`src/rtl/lcd_ctrl.sv`:
```
// lcd_ctrl: HD44780 character LCD sequencer that runs power-up init, then issues timed RS/DATA/EN writes.
// Optional macro LCD_CTRL_FIFO_EN places a 4-entry {rs,data} request FIFO in front of the sequencer.
module lcd_ctrl #(
   parameter int unsigned T_PWRUP = 750000,
   parameter int unsigned T_AS    = 4,
   parameter int unsigned T_PW    = 25,
   parameter int unsigned T_H     = 4,
   parameter int unsigned T_CMD   = 2000,
   parameter int unsigned T_CLR   = 82000
) (
   input  logic       clk_i,
   input  logic       rst_i,
   input  logic       req_valid_i,
   output logic       req_ready_o,
   input  logic       req_rs_i,
   input  logic [7:0] req_data_i,
   output logic       init_done_o,
   output logic       busy_o,
   output logic [7:0] lcd_data_o,
   output logic       lcd_rs_o,
   output logic       lcd_rw_o,
   output logic       lcd_en_o,
   output logic       lcd_on_o
);

   localparam int unsigned CNT_MAX = (T_PWRUP > T_CLR) ? T_PWRUP : T_CLR;
   localparam int unsigned CNT_W   = $clog2(CNT_MAX + 1);

   localparam logic [CNT_W-1:0] LIM_PWRUP = CNT_W'(T_PWRUP - 1);
   localparam logic [CNT_W-1:0] LIM_AS    = CNT_W'(T_AS - 1);
   localparam logic [CNT_W-1:0] LIM_PW    = CNT_W'(T_PW - 1);
   localparam logic [CNT_W-1:0] LIM_H     = CNT_W'(T_H - 1);
   localparam logic [CNT_W-1:0] LIM_CMD   = CNT_W'(T_CMD - 1);
   localparam logic [CNT_W-1:0] LIM_CLR   = CNT_W'(T_CLR - 1);

   typedef enum logic [2:0] {
      S_PWRUP,
      S_SETUP,
      S_PULSE,
      S_HOLD,
      S_EXEC,
      S_IDLE
   } state_t;

   state_t           state_q;
   logic [CNT_W-1:0] cnt_q;
   logic [1:0]       idx_q;
   logic [7:0]       data_q;
   logic             rs_q;
   logic             en_q;
   logic             on_q;
   logic             done_q;
   logic             busy_q;
   logic             ready_q;

   logic             take;
   logic             take_rs;
   logic [7:0]       take_data;
   logic             is_slow;
   logic [CNT_W-1:0] exec_lim;

   // Function set 8-bit/2-line, display on, clear, entry mode increment.
   function automatic logic [7:0] init_byte(input logic [1:0] idx);
      case (idx)
         2'd0:    init_byte = 8'h38;
         2'd1:    init_byte = 8'h0C;
         2'd2:    init_byte = 8'h01;
         default: init_byte = 8'h06;
      endcase
   endfunction

   assign is_slow  = ~rs_q & ((data_q == 8'h01) | (data_q == 8'h02) | (data_q == 8'h03));
   assign exec_lim = is_slow ? LIM_CLR : LIM_CMD;

`ifdef LCD_CTRL_FIFO_EN
   logic [8:0] fifo_mem_q [4];
   logic [1:0] wr_ptr_q;
   logic [1:0] rd_ptr_q;
   logic [2:0] fcnt_q;
   logic [2:0] fcnt_d;
   logic       push;
   logic       pop;

   assign push = req_valid_i & ready_q;
   assign pop  = (state_q == S_IDLE) & (fcnt_q != 3'd0) & done_q;

   always_comb begin
      fcnt_d = fcnt_q;
      case ({push, pop})
         2'b10:   fcnt_d = fcnt_q + 3'd1;
         2'b01:   fcnt_d = fcnt_q - 3'd1;
         default: fcnt_d = fcnt_q;
      endcase
   end

   always_ff @(posedge clk_i or posedge rst_i) begin
      if (rst_i) begin
         wr_ptr_q <= '0;
         rd_ptr_q <= '0;
         fcnt_q   <= '0;
      end else begin
         if (push) wr_ptr_q <= wr_ptr_q + 2'd1;
         if (pop)  rd_ptr_q <= rd_ptr_q + 2'd1;
         fcnt_q <= fcnt_d;
      end
   end

   always_ff @(posedge clk_i) begin
      if (push) fifo_mem_q[wr_ptr_q] <= {req_rs_i, req_data_i};
   end

   assign take                = pop;
   assign {take_rs, take_data} = fifo_mem_q[rd_ptr_q];
   assign busy_o              = busy_q | (fcnt_q != 3'd0);
`else
   assign take      = req_valid_i & ready_q;
   assign take_rs   = req_rs_i;
   assign take_data = req_data_i;
   assign busy_o    = busy_q;
`endif

   always_ff @(posedge clk_i or posedge rst_i) begin
      if (rst_i) begin
         state_q <= S_PWRUP;
         cnt_q   <= '0;
         idx_q   <= '0;
         data_q  <= '0;
         rs_q    <= 1'b0;
         en_q    <= 1'b0;
         on_q    <= 1'b0;
         done_q  <= 1'b0;
         busy_q  <= 1'b1;
         ready_q <= 1'b0;
      end else begin
         on_q  <= 1'b1;
         cnt_q <= cnt_q + CNT_W'(1);
         case (state_q)
            S_PWRUP: begin
               if (cnt_q == LIM_PWRUP) begin
                  state_q <= S_SETUP;
                  cnt_q   <= '0;
                  data_q  <= init_byte(2'd0);
                  rs_q    <= 1'b0;
               end
            end
            S_SETUP: begin
               if (cnt_q == LIM_AS) begin
                  state_q <= S_PULSE;
                  cnt_q   <= '0;
                  en_q    <= 1'b1;
               end
            end
            S_PULSE: begin
               if (cnt_q == LIM_PW) begin
                  state_q <= S_HOLD;
                  cnt_q   <= '0;
                  en_q    <= 1'b0;
               end
            end
            S_HOLD: begin
               if (cnt_q == LIM_H) begin
                  state_q <= S_EXEC;
                  cnt_q   <= '0;
               end
            end
            S_EXEC: begin
               if (cnt_q == exec_lim) begin
                  cnt_q <= '0;
                  // idx_q parks at 3 once init is over, so user writes fall through to IDLE.
                  if (idx_q != 2'd3) begin
                     idx_q   <= idx_q + 2'd1;
                     data_q  <= init_byte(idx_q + 2'd1);
                     rs_q    <= 1'b0;
                     state_q <= S_SETUP;
                  end else begin
                     done_q  <= 1'b1;
                     state_q <= S_IDLE;
                     busy_q  <= 1'b0;
                     ready_q <= 1'b1;
                  end
               end
            end
            S_IDLE: begin
               cnt_q <= '0;
               if (take) begin
                  state_q <= S_SETUP;
                  data_q  <= take_data;
                  rs_q    <= take_rs;
                  busy_q  <= 1'b1;
                  ready_q <= 1'b0;
               end
            end
            default: begin
               state_q <= S_PWRUP;
               cnt_q   <= '0;
            end
         endcase
`ifdef LCD_CTRL_FIFO_EN
         // With the FIFO, ready only reflects free space and overrides the sequencer's view.
         ready_q <= (fcnt_d != 3'd4);
`endif
      end
   end

   assign req_ready_o = ready_q;
   assign init_done_o = done_q;
   assign lcd_data_o  = data_q;
   assign lcd_rs_o    = rs_q;
   assign lcd_rw_o    = 1'b0;
   assign lcd_en_o    = en_q;
   assign lcd_on_o    = on_q;

endmodule

```
`config.mk`:
```
export PLATFORM = sky130hd
export DESIGN_NAME = lcd_ctrl
export DESIGN_NICKNAME = d
export VERILOG_FILES = /design/src/rtl/lcd_ctrl.sv
export SDC_FILE = /design/constraint.sdc
export NUM_CORES = 1
export LEC_CHECK = 0
export ABC_CLOCK_PERIOD_IN_PS = 3000
export CELL_PAD_IN_SITES_DETAIL_PLACEMENT = 0
export CELL_PAD_IN_SITES_GLOBAL_PLACEMENT = 1
export CORE_MARGIN = 2
export CORE_UTILIZATION = 46
export CTS_CLUSTER_SIZE = 14
export DETAILED_ROUTE_END_ITERATION = 12
export GPL_ROUTABILITY_DRIVEN = 0
export MAX_ROUTING_LAYER = met4
export PLACE_DENSITY_LB_ADDON = 0.1
export SKIP_CTS_REPAIR_TIMING = 1
export SLEW_MARGIN = 5
export SYNTH_ARGS = -nofsm -noshare
export SYNTH_HDL_FRONTEND = slang
export SYNTH_SLANG_ARGS = --single-unit
```
`constraint.sdc`:
```
create_clock -name clk_i -period 3 [get_ports clk_i]
set_input_delay 0.6 -clock clk_i [delete_from_list [all_inputs] [get_ports clk_i]]
set_output_delay 0.6 -clock clk_i [all_outputs]
set_load 0.01 [all_outputs]
```
==> impl_results.rst <==
.. list-table::
   :header-rows: 1

   * - Metric
     - Value
   * - IO buf count
     - 25
   * - Classification of the worst setup path
     - register to register
   * - Run status
     - finished, final reports clean
   * - Arrival time at the worst endpoint
     - 2.63 ns
   * - Worst hold-check path type
     - register to register
   * - Total CTS buffers
     - 5
   * - Die span in x
     - 72.54 um
   * - Synth-to-layout area growth
     - 18.30%
   * - Post-synthesis sequential area ratio
     - 45.22%
   * - Power density over the cells
     - 393.8 mW/mm^2
   * - Relative slew slack
     - 56.46%
   * - Cell breakdown of the critical path
     - ha_1 -> nand3_1 -> nor3_1 -> nand4_1 -> o21ai_2 -> and3_1 -> mux2_4
   * - Endpoints failing hold
     - 0
   * - Placeable Area
     - 0.004444 sq mm
   * - Number of synthesized flops with an enable pin
     - 0
   * - Cells after Synth
     - 223
   * - Relative contribution of combinational cells to total power
     - 2.8%
   * - Number of register bits inferred by synthesis
     - 39
   * - P_leak
     - 1.173 nW
   * - Root buffer cell
     - sky130_fd_sc_hd__clkbuf_8
   * - Antenna violations before repair
     - 0
   * - Final worst slack
     - 0.5478 ns
   * - Total Nets Final
     - 265
   * - Largest net degree at the start of global routing
     - 40
   * - Number of distinct library cells after synthesis
     - 47
   * - Startpoint kind of the worst setup timing path
     - register
   * - Wire per inst
     - 14.60 um
   * - Number of top-level pins
     - 27
   * - Number of violations of the max-capacitance limit
     - 0
   * - Slowest cell on the critical path
     - sky130_fd_sc_hd__and3_1
   * - Final wirelength
     - 4379 um
   * - Proportion of layout cells with a drive suffix above 1
     - 10.08%
   * - Largest voltage drop on the vdd net
     - 0.0003122 V
   * - Ant diodes
     - 0
   * - NetSw
     - 0.1968 mW
   * - Number of antenna-violating nets in the routed design
     - 0
   * - Unrepaired setup endpoints after global routing
     - no
   * - Synth Net Count
     - 241
   * - Initial cell density of the core
     - 48.62%
   * - Data required time at the worst endpoint
     - 3.18 ns
   * - Total Routing Usage GR
     - 18.75%
   * - Vertical die dimension
     - 72.54 um
   * - Detailed-router iteration count before antenna repair
     - 4
   * - Filler instances
     - 406
   * - Highest-count cells in the layout ignoring fill and taps
     - sky130_fd_sc_hd__dfrtp_1 (38), sky130_fd_sc_hd__nor2_1 (33), sky130_fd_sc_hd__clkdlybuf4s50_1 (25), sky130_fd_sc_hd__nand2_1 (16), sky130_fd_sc_hd__inv_1 (13)
   * - Number of H-tree levels
     - 2
   * - Via count of the first global-routing pass
     - 1,576
   * - Clk pwr share
     - 44.9%
   * - Worst-Skew Late Latency
     - 0.29 ns
   * - Number of setup violations in the final report
     - 0
   * - CP peak stage delay
     - 0.56 ns
   * - Maximum clock frequency
     - 0.4078 GHz
   * - Synthesis Warnings
     - 0
   * - Total negative setup slack
     - 0 ns
   * - Placement-stage worst setup slack
     - 0.5461 ns
   * - Global-route wire length before repair
     - 7458 um
   * - Die Area
     - 0.005261 sq mm
   * - Flip-flop cell with the highest count after synthesis
     - sky130_fd_sc_hd__dfrtp_1
   * - Clock slew seen by the registers of the worst setup and hold paths
     - 0.08 ns
   * - Max Buffers Root-to-Sink
     - 2
   * - Share of flip-flops with an asynchronous set or reset
     - 100.0%
   * - Global-route congestion overflow total
     - 0
   * - Most common library cell in the layout ignoring fill and taps
     - sky130_fd_sc_hd__dfrtp_1
   * - Critical path peak fanout
     - 9
   * - Total chip power
     - 1.007 mW
   * - Clock tree from TritonCTS
     - yes
   * - Via count
     - 1,640
   * - Average footprint of a synthesized cell
     - 9.690 sq um
   * - Detail Placement HPWL
     - 3117 um
   * - Fraction of power consumed by sequential logic
     - 52.3%
   * - Vias per cell
     - 5.467
   * - CTS sink cnt
     - 39
   * - Transition at the pin with the smallest max-transition slack
     - 0.6481 ns
   * - CP endpoint kind
     - register
   * - Clock period minus final worst setup slack
     - 2.452 ns
   * - Number of pins with negative max-slew slack in the final report
     - 0
   * - Iter 0 DRT Violations
     - 64
   * - Synthesized area
     - 0.002161 sq mm
   * - Total DRC errors in the routed layout
     - 0
   * - Worst clock skew on the final layout
     - 0.006797 ns
   * - Design internal power
     - 0.8098 mW
   * - Number of standard-cell rows in the floorplan
     - 24
   * - Portion of the clock cycle consumed by the worst path in the final layout
     - 81.74%
   * - Switching portion of total power
     - 19.55%
==> area by class of cell <==
type                            count  area [sq um]  share of cell area, %
Clock buffer                        6         82.58                  3.231
Clock inverter                      2         35.03                  1.371
Inverter                           13         48.80                  1.909
Multi-Input combinational cell    161          1082                  42.34
Sequential cell                    39         977.2                  38.23
Tap cell                           52         65.06                  2.545
Timing Repair Buffer               27         265.3                  10.38
==> flip-flops by register name, summed over array words and instances (netlist names), 2 cells and up <==
name        flops
lcd_data_o      8
idx_q           2
state_q         3
cnt_q          20
==> routing by layer <==
| metal | vias up | GRT usage, % | wire length (um) |
|---|---|---|---|
| met5 | - | - | 0 |
| met4 | 0 | 6.584 | 83 |
| li1 | 804 | - | - |
| met2 | 42 | 29.90 | 2109 |
| met3 | 7 | 4.306 | 170 |
| met1 | 787 | 23.44 | 2016 |
==> cell usage after synthesis, drive strengths merged, types with 3 or more instances <==
library cell,n,area [sq um]
nor2,33,123.9
ha,6,75.07
o21ai,5,28.78
nand2,16,60.06
nor3,6,30.03
nand4,6,43.79
nor4,4,25.02
and2,3,18.77
dfrtp,38,950.9
clkbuf,5,18.77
buf,5,33.78
xnor2,10,87.58
nand3,11,55.05
xor2,10,87.58
mux2i,3,33.78
inv,13,48.80
and3,10,62.56
mux2,8,120.1
==> stage by stage <==
stage	utilization, %	hold WS [ns]	instance area, sq um	cells
5_1_grt	57.52	0.5055	2556	300
2_1_floorplan	-	0.4547	2161	223
4_1_cts	57.52	0.4944	2556	300
3_3_place_gp	54.87	0.4697	2439	292
3_5_place_dp	54.87	0.4800	2439	292
6_report	57.52	0.4888	2556	300
==> logic make-up (layout without fill, tap and decap cells) <==
kind of cell	count (synthesis)	in the layout	share of synthesized area, %
multiplexers	11	11	7.122
buffers and inverters	23	48	4.690
flip-flops	39	39	45.22
XOR/XNOR	20	20	8.106
adder cells (fa/ha/maj)	6	6	3.474
AND/OR/NAND/NOR	100	100	23.63
AO/OA/AOI/OAI	22	22	7.412
other	2	2	0.3476
==> final timing paths <==
kind                                    startpoint                   end  slack [ns]  depth (start not counted)
worst max-delay path            cnt_q[0]$_DFF_PP0_  lcd_rs_o$_DFFE_PP0P_        0.55                          7
worst min register to register  cnt_q[0]$_DFF_PP0_    cnt_q[0]$_DFF_PP0_        0.49                          1
min in group asynchronous                    rst_i   cnt_q[16]$_DFF_PP0_        0.72                          3
max in group asynchronous                    rst_i    busy_o$_DFFE_PP1P_        1.89                          3
worst max register to register  cnt_q[0]$_DFF_PP0_  lcd_rs_o$_DFFE_PP0P_        0.55                          7
worst min-delay path            cnt_q[0]$_DFF_PP0_    cnt_q[0]$_DFF_PP0_        0.49                          1
==> power by group through the flow <==
stage	logic (mW)	clock network, mW	registers [mW]
after floorplan	0.00968	0	0.537
after global placement	0.0284	0	0.536
after detailed placement	0.0292	0	0.536
after CTS	0.0293	0.463	0.526
after global routing	0.0318	0.481	0.526
final	0.0283	0.452	0.526
==> worst max-delay path, delay by kind of cell (launching register included) <==
family / cells / cell delay, ns
and+or+nand+nor: 4 / 1.10
DFF: 1 / 0.39
muxes: 1 / 0.35
adders and majority gates: 1 / 0.26
AOI/OAI and AO/OA: 1 / 0.25
(Power assumes the default switching activity.)
